--- config.mk ---
export PLATFORM = sky130hd
export DESIGN_NAME = circle_ram_ctrl
export DESIGN_NICKNAME = d
export VERILOG_FILES = /design/src/rtl/circle_pkg.sv /design/src/rtl/circle_addr_gen.sv /design/src/rtl/circle_ram_ctrl.sv
export SDC_FILE = /design/constraint.sdc
export NUM_CORES = 1
export LEC_CHECK = 0
export ABC_AREA = 0
export CAP_MARGIN = 30
export CORE_ASPECT_RATIO = 2
export CORE_MARGIN = 2
export CORE_UTILIZATION = 41
export CTS_CLUSTER_DIAMETER = 60
export DETAILED_ROUTE_END_ITERATION = 10
export HOLD_SLACK_MARGIN = 0.12
export PLACE_DENSITY = 0.86
export SYNTH_ARGS = -nofsm -noshare
export SYNTH_HDL_FRONTEND = slang
export SYNTH_HIERARCHICAL = 1
export SYNTH_SLANG_ARGS = --single-unit
--- constraint.sdc ---
create_clock -name clock -period 1.3 [get_ports clock]
set_input_delay 0.13 -clock clock [delete_from_list [all_inputs] [get_ports clock]]
set_output_delay 0.13 -clock clock [all_outputs]
set_load 0.01 [all_outputs]
--- src/rtl/circle_pkg.sv ---
// Shared constants and types for the circle sprite RAM controller.
// RAM address layout: {frame, row[3:0], col[3:0]}.
package circle_pkg;
    localparam int AW       = 9;
    localparam int DW       = 3;
    localparam int SPR_LOG2 = 4;
    localparam int XW       = 8;
    localparam int YW       = 8;

    localparam logic [DW-1:0] TRANSP = 3'b000;

    typedef enum logic {IDLE, CLEAR} wr_state_t;
    typedef logic [AW-1:0] ram_addr_t;
endpackage

--- src/rtl/circle_addr_gen.sv ---
// Render stages 0/1: sprite bounding-box test on the incoming pixel and
// registered RAM read address / read enable.
module circle_addr_gen
    import circle_pkg::*;
(
    input  logic          clock,
    input  logic          reset,
    input  logic          pix_valid,
    input  logic [XW-1:0] pix_x,
    input  logic [YW-1:0] pix_y,
    input  logic [XW-1:0] spr_x,
    input  logic [YW-1:0] spr_y,
    input  logic          frame_sel,
    output logic          valid_q,
    output logic          ram_re,
    output ram_addr_t     ram_raddr
);
    logic [XW:0] dx;
    logic [YW:0] dy;
    logic        in_box;

    // The extra top bit catches the borrow, so pixels left of or above the
    // sprite fail the box test instead of wrapping into it.
    always_comb begin
        dx     = {1'b0, pix_x} - {1'b0, spr_x};
        dy     = {1'b0, pix_y} - {1'b0, spr_y};
        in_box = pix_valid && (dx[XW:SPR_LOG2] == '0) && (dy[YW:SPR_LOG2] == '0);
    end

    // NOTE: sequential state uses non-blocking (<=) so every register samples
    // the pre-edge values of its inputs.
    always_ff @(posedge clock or posedge reset) begin
        if (reset) begin
            valid_q   <= 1'b0;
            ram_re    <= 1'b0;
            ram_raddr <= '0;
        end else begin
            valid_q   <= pix_valid;
            ram_re    <= in_box;
            ram_raddr <= {frame_sel, dy[SPR_LOG2-1:0], dx[SPR_LOG2-1:0]};
        end
    end
endmodule

--- src/rtl/circle_ram_ctrl.sv ---
// Circle sprite RAM controller: 2-cycle render read pipeline plus arbitration
// of the single write port between the host and the bulk-clear engine.
module circle_ram_ctrl
    import circle_pkg::*;
(
    input  logic          clock,
    input  logic          reset,
    input  logic          pix_valid,
    input  logic [XW-1:0] pix_x,
    input  logic [YW-1:0] pix_y,
    input  logic [XW-1:0] spr_x,
    input  logic [YW-1:0] spr_y,
    input  logic          frame_sel,
    output logic          out_valid,
    output logic          out_hit,
    output logic [DW-1:0] out_color,
    input  logic          host_req,
    input  logic [AW-1:0] host_addr,
    input  logic [DW-1:0] host_data,
    output logic          host_ack,
    input  logic          clear_start,
    input  logic [DW-1:0] clear_value,
    output logic          clear_busy,
    output logic          clear_done,
    output logic          ram_we,
    output logic [AW-1:0] ram_waddr,
    output logic [DW-1:0] ram_wdata,
    output logic          ram_re,
    output logic [AW-1:0] ram_raddr,
    input  logic [DW-1:0] ram_rdata
);
    logic valid_q;
    logic box_q2;

    circle_addr_gen u_addr_gen (
        .clock     (clock),
        .reset     (reset),
        .pix_valid (pix_valid),
        .pix_x     (pix_x),
        .pix_y     (pix_y),
        .spr_x     (spr_x),
        .spr_y     (spr_y),
        .frame_sel (frame_sel),
        .valid_q   (valid_q),
        .ram_re    (ram_re),
        .ram_raddr (ram_raddr)
    );

    // Stage 2: ram_rdata is already registered inside the RAM, so hit/colour
    // are formed directly from it against the piped box flag.
    always_ff @(posedge clock or posedge reset) begin
        if (reset) begin
            out_valid <= 1'b0;
            box_q2    <= 1'b0;
        end else begin
            out_valid <= valid_q;
            box_q2    <= ram_re;
        end
    end

    assign out_hit   = box_q2 && (ram_rdata != TRANSP);
    assign out_color = out_hit ? ram_rdata : TRANSP;

    // Write-port FSM. cnt has one extra bit: cnt[AW] marks "all 512 issued".
    wr_state_t       state, state_n;
    logic [AW:0]     cnt, cnt_n;
    logic [DW-1:0]   clr_val, clr_val_n;
    logic            we_n, ack_n, busy_n, done_n;
    logic [AW-1:0]   waddr_n;
    logic [DW-1:0]   wdata_n;

    always_ff @(posedge clock or posedge reset) begin
        if (reset) begin
            state      <= IDLE;
            cnt        <= '0;
            clr_val    <= '0;
            ram_we     <= 1'b0;
            ram_waddr  <= '0;
            ram_wdata  <= '0;
            host_ack   <= 1'b0;
            clear_busy <= 1'b0;
            clear_done <= 1'b0;
        end else begin
            state      <= state_n;
            cnt        <= cnt_n;
            clr_val    <= clr_val_n;
            ram_we     <= we_n;
            ram_waddr  <= waddr_n;
            ram_wdata  <= wdata_n;
            host_ack   <= ack_n;
            clear_busy <= busy_n;
            clear_done <= done_n;
        end
    end

    // NOTE: every signal gets a default before the case, so no path can leave
    // one unassigned and infer a latch.
    always_comb begin
        state_n   = state;
        cnt_n     = cnt;
        clr_val_n = clr_val;
        we_n      = 1'b0;
        waddr_n   = ram_waddr;
        wdata_n   = ram_wdata;
        ack_n     = 1'b0;
        busy_n    = clear_busy;
        done_n    = 1'b0;
        case (state)
            IDLE: begin
                if (clear_start) begin
                    state_n   = CLEAR;
                    cnt_n     = '0;
                    clr_val_n = clear_value;
                    busy_n    = 1'b1;
                end else if (host_req && !host_ack) begin
                    // Gating on host_ack limits a held request to one write per 2 cycles.
                    we_n    = 1'b1;
                    waddr_n = host_addr;
                    wdata_n = host_data;
                    ack_n   = 1'b1;
                end
            end
            CLEAR: begin
                if (cnt[AW]) begin
                    state_n = IDLE;
                    busy_n  = 1'b0;
                    done_n  = 1'b1;
                end else begin
                    we_n    = 1'b1;
                    waddr_n = cnt[AW-1:0];
                    wdata_n = clr_val;
                    cnt_n   = cnt + (AW+1)'(1);
                end
            end
            default: state_n = IDLE;
        endcase
    end
endmodule

==> flow_summary.json <==
{
  "p_leak_nw": 2.25,
  "place_ws_ns": -1.09,
  "antenna_found_initial": 0,
  "path_clk_slew_ns": 0.05,
  "seq_power_share_pct": 31.4,
  "syn-cell-area_um2": 2520,
  "critical_path_peak_fanout": 2,
  "syn-num-nets": 302,
  "final_max_slew_viol_count": 0,
  "worst_ep_required_time_ns": 1.47,
  "drc": 0,
  "fp.dieArea_um2": 6820,
  "top_level_ports": 87,
  "power.density_nw_per_um2": 1400,
  "violated_checks": "negative setup slack",
  "synthesis.area_per_instance_um2": 11.1,
  "synth_cell_type_count": 46,
  "finish.utilization_pct": 75.2,
  "drive_gt1_share_pct": 44.4,
  "yosys_warnings": 6,
  "detail_route.first_pass.iterations": 5,
  "fmax_mhz": 630,
  "gpl.final_weighted_congestion": 0.892,
  "cts_buffer_depth": 2,
  "clock-sinks": 43,
  "tritoncts": "built",
  "min_period_over_period_pct": 122,
  "grt_pass1_wl_um": 12000,
  "ys_async_sr_fraction_pct": 100,
  "synth_enable_flop_cells": 0,
  "status": "complete, but fails checks",
  "die_width_um": 59.4,
  "total_switching_power_mw": 2.01,
  "cp_slowest_cell": "sky130_fd_sc_hd__fa_2",
  "syn_inst": 227,
  "start_util_pct": 42.3,
  "coreArea_um2": 5960,
  "grt.total_usage_pct": 23.0,
  "totalPowerFinal_mw": 6.27,
  "timing.critical_path.mode_cell": "sky130_fd_sc_hd__buf_4",
  "fin_nets": 451,
  "grt-ovfl-total": 0,
  "area_growth_from_synthesis_to_final_layout_pct": 77.9,
  "placementRows": 40,
  "numCtsBuffers": 5,
  "end_kind": "flip-flop",
  "fin_crit_ns": 1.59,
  "ant_nets": 0,
  "setup_slack_ns": -0.287,
  "finalHoldViolCount": 0,
  "clk_latency_ns": 0.29,
  "setup.worst_path.class": "in2reg",
  "grt_max_degree": 33,
  "synth.top_cell.area_share_pct": 42.7,
  "cp_cell_sequence": "buf_6 > inv_2 > ha_4 > fa_2 > nand2b_4 > a21oi_4 > buf_4 > buf_4 > nor2_1 > a221o_2 > nand4_1 > nor4b_2",
  "slew-limit-headroom_pct": 72.3,
  "wire_per_inst_um": 18.2,
  "place.port_buffers": 86,
  "final.setup_skew_ns": 0.00391,
  "layoutNonFillerInstCount": 439,
  "netSwitchingFraction_pct": 32.0,
  "critPathMaxStageDelay_ns": 0.37,
  "postRouteWirelength_um": 8000,
  "synth_area_leader_cell": "sky130_fd_sc_hd__dfrtp_1",
  "detailedPlacementHpwl_um": 5100,
  "avgViaCountPerCell": 5.34,
  "rsz0062_at_grt": "true",
  "dr_total_vias": 2344,
  "cts_htree_levels": 2,
  "worstPathArrival_ns": 1.76,
  "die_height_um": 115,
  "launching_element_type_of_the_critical_path": "input port",
  "ys_seq_area_share_pct": 42.7,
  "worstMarginPinSlew_ns": 0.414,
  "p_comb_share_pct": 48.6,
  "antennaDiodeCount": 0,
  "placed_instances": 414,
  "cell_internal_pwr_mw": 4.26,
  "cts_root_buf": "sky130_fd_sc_hd__clkbuf_16",
  "synth.top_cells.by_area": "sky130_fd_sc_hd__dfrtp_1 43%, sky130_fd_sc_hd__ha_1 8.4%, sky130_fd_sc_hd__mux2_2 8.1%",
  "synth_seq_cells": 43,
  "number_of_max_cap_violations": 0,
  "ir_drop_uv": 978,
  "setup_viol_count_final": 22,
  "worstHoldPathCells": 3,
  "yosys_most_used_dff": "sky130_fd_sc_hd__dfrtp_1",
  "p_clk_share_pct": 20.0,
  "timing.reg2reg.worst_path_depth": 5,
  "nFillCells": 361,
  "grt_pass1_vias": 2657,
  "detailedRoute.firstIterationViolations": 63,
  "worstHoldPathType": "in2reg"
}
synth_stat cells, types with 3 or more instances:
| master | number |
|---|---|
| sky130_fd_sc_hd__dfrtp_1 | 43 |
| sky130_fd_sc_hd__inv_1 | 33 |
| sky130_fd_sc_hd__mux2_2 | 18 |
| sky130_fd_sc_hd__ha_1 | 17 |
| sky130_fd_sc_hd__nor2_1 | 14 |
| sky130_fd_sc_hd__nand2_1 | 10 |
| sky130_fd_sc_hd__mux2_4 | 9 |
| sky130_fd_sc_hd__a21oi_1 | 8 |
| sky130_fd_sc_hd__nand2b_1 | 7 |
| sky130_fd_sc_hd__xnor2_1 | 7 |
| sky130_fd_sc_hd__o21ai_0 | 5 |
| sky130_fd_sc_hd__and2_1 | 4 |
| sky130_fd_sc_hd__buf_6 | 3 |
| sky130_fd_sc_hd__o211ai_1 | 3 |
| sky130_fd_sc_hd__o31ai_1 | 3 |
| sky130_fd_sc_hd__o41ai_1 | 3 |
cell usage in the layout (no fill, tap or decap), types with 3 or more instances in the layout:
cell                              count
sky130_fd_sc_hd__a21oi_1              4
sky130_fd_sc_hd__a21oi_2              4
sky130_fd_sc_hd__and2_1               3
sky130_fd_sc_hd__buf_12               5
sky130_fd_sc_hd__buf_2                4
sky130_fd_sc_hd__buf_4               46
sky130_fd_sc_hd__buf_6                8
sky130_fd_sc_hd__clkbuf_16            6
sky130_fd_sc_hd__clkbuf_2             3
sky130_fd_sc_hd__clkdlybuf4s50_1     35
sky130_fd_sc_hd__dfrtp_1             42
sky130_fd_sc_hd__dlygate4sd2_1       24
sky130_fd_sc_hd__dlymetal6s2s_1      16
sky130_fd_sc_hd__ha_1                 5
sky130_fd_sc_hd__ha_4                12
sky130_fd_sc_hd__inv_1               18
sky130_fd_sc_hd__inv_2               15
sky130_fd_sc_hd__mux2_2              10
sky130_fd_sc_hd__mux2_4              17
sky130_fd_sc_hd__nand2_1              9
sky130_fd_sc_hd__nand2b_1             3
sky130_fd_sc_hd__nand2b_4             4
sky130_fd_sc_hd__nor2_1               9
sky130_fd_sc_hd__nor2_2               3
sky130_fd_sc_hd__nor2_4               3
sky130_fd_sc_hd__o211ai_1             3
sky130_fd_sc_hd__o21ai_2              3
sky130_fd_sc_hd__o31ai_1              3
sky130_fd_sc_hd__xnor2_1              7
through the flow:
| step | hold slack, ns | TNS (ns) | instance area, µm² |
|---|---|---|---|
| final | 0.130 | -3.92 | 4480 |
| after global routing | 0.143 | -4.62 | 4480 |
| after CTS | 0.134 | -3.26 | 4320 |
| after detailed placement | 0.355 | -13.62 | 3790 |
| after global placement | 0.334 | -12.20 | 3790 |
| after floorplan | -0.0176 | -1.02 | 2570 |
layout make-up:
class,count,area [µm²],area share [%]
multi-input combinational,146,1620,36.2
timing repair buffer,147,1430,32.0
sequential,43,1080,24.1
clock buffer,6,139,3.10
inverter,33,124,2.77
tap,63,78.8,1.76
clock inverter,1,5.00,0.112
state kept, by name, summed over array words and instances (netlist names):
signal	cells
box_q2	1
state	1
cnt	10
ram_we	1
out_valid	1
u_addr_gen/valid_q	1
clr_val	3
u_addr_gen/ram_raddr	9
clear_busy	1
clear_done	1
u_addr_gen/ram_re	1
ram_wdata	3
host_ack	1
ram_waddr	9
critical path: cells and delay by family:
| family | cells | cell delay (ns) |
|---|---|---|
| simple gates | 4 | 0.35 |
| buf+inv | 4 | 0.31 |
| compound gates | 2 | 0.45 |
| fa+ha+maj | 2 | 0.52 |
power by group through the flow:
stage	clock [mW]	sequential, mW	combinational [mW]
global route	1.32	2.00	3.23
finish	1.26	1.97	3.04
CTS	1.25	1.95	2.84
global placement	0	1.92	2.43
floorplan	0	2.08	1.27
detailed placement	0	1.96	2.53
layer usage:
metal	global-route usage (%)	part of all wire, %	vias to the layer above
met5	0	0	-
met4	8.79	2.6	0
met3	4.27	4.6	20
met2	45.3	58	97
met1	22.0	35	1141
li1	-	-	1086
cell families (layout without fill, tap and decap cells):
family	after synthesis	count (layout)	share of synthesized area, %
buf+inv	38	187	6.66
mux	29	29	14.2
simple gates	49	49	11.8
flops	43	43	42.7
fa+ha+maj	19	19	10.0
xor+xnor	8	8	2.78
compound gates	41	41	11.7
what timing repair did:
action	in CTS	in global routing
gates resized for setup	105	49
buffers inserted	12	3
hold endpoints to repair	1	0
hold buffers	1	0
setup endpoints to repair	46	37
pin swaps	27	19
cloned	1	1
path summary, 6_finish.rpt:
check	to	slack (ns)	from
min in group asynchronous	u_addr_gen/ram_raddr[8]	0.17	reset
max reg2reg	ram_waddr[0]	-0.29	state
min reg2reg	out_valid	0.36	u_addr_gen/valid_q
max in group asynchronous	u_addr_gen/ram_raddr[5]	0.84	reset
max	u_addr_gen/ram_re	-0.29	pix_x[0]
min	u_addr_gen/ram_raddr[4]	0.13	spr_y[0]
(Power assumes the default switching activity.)
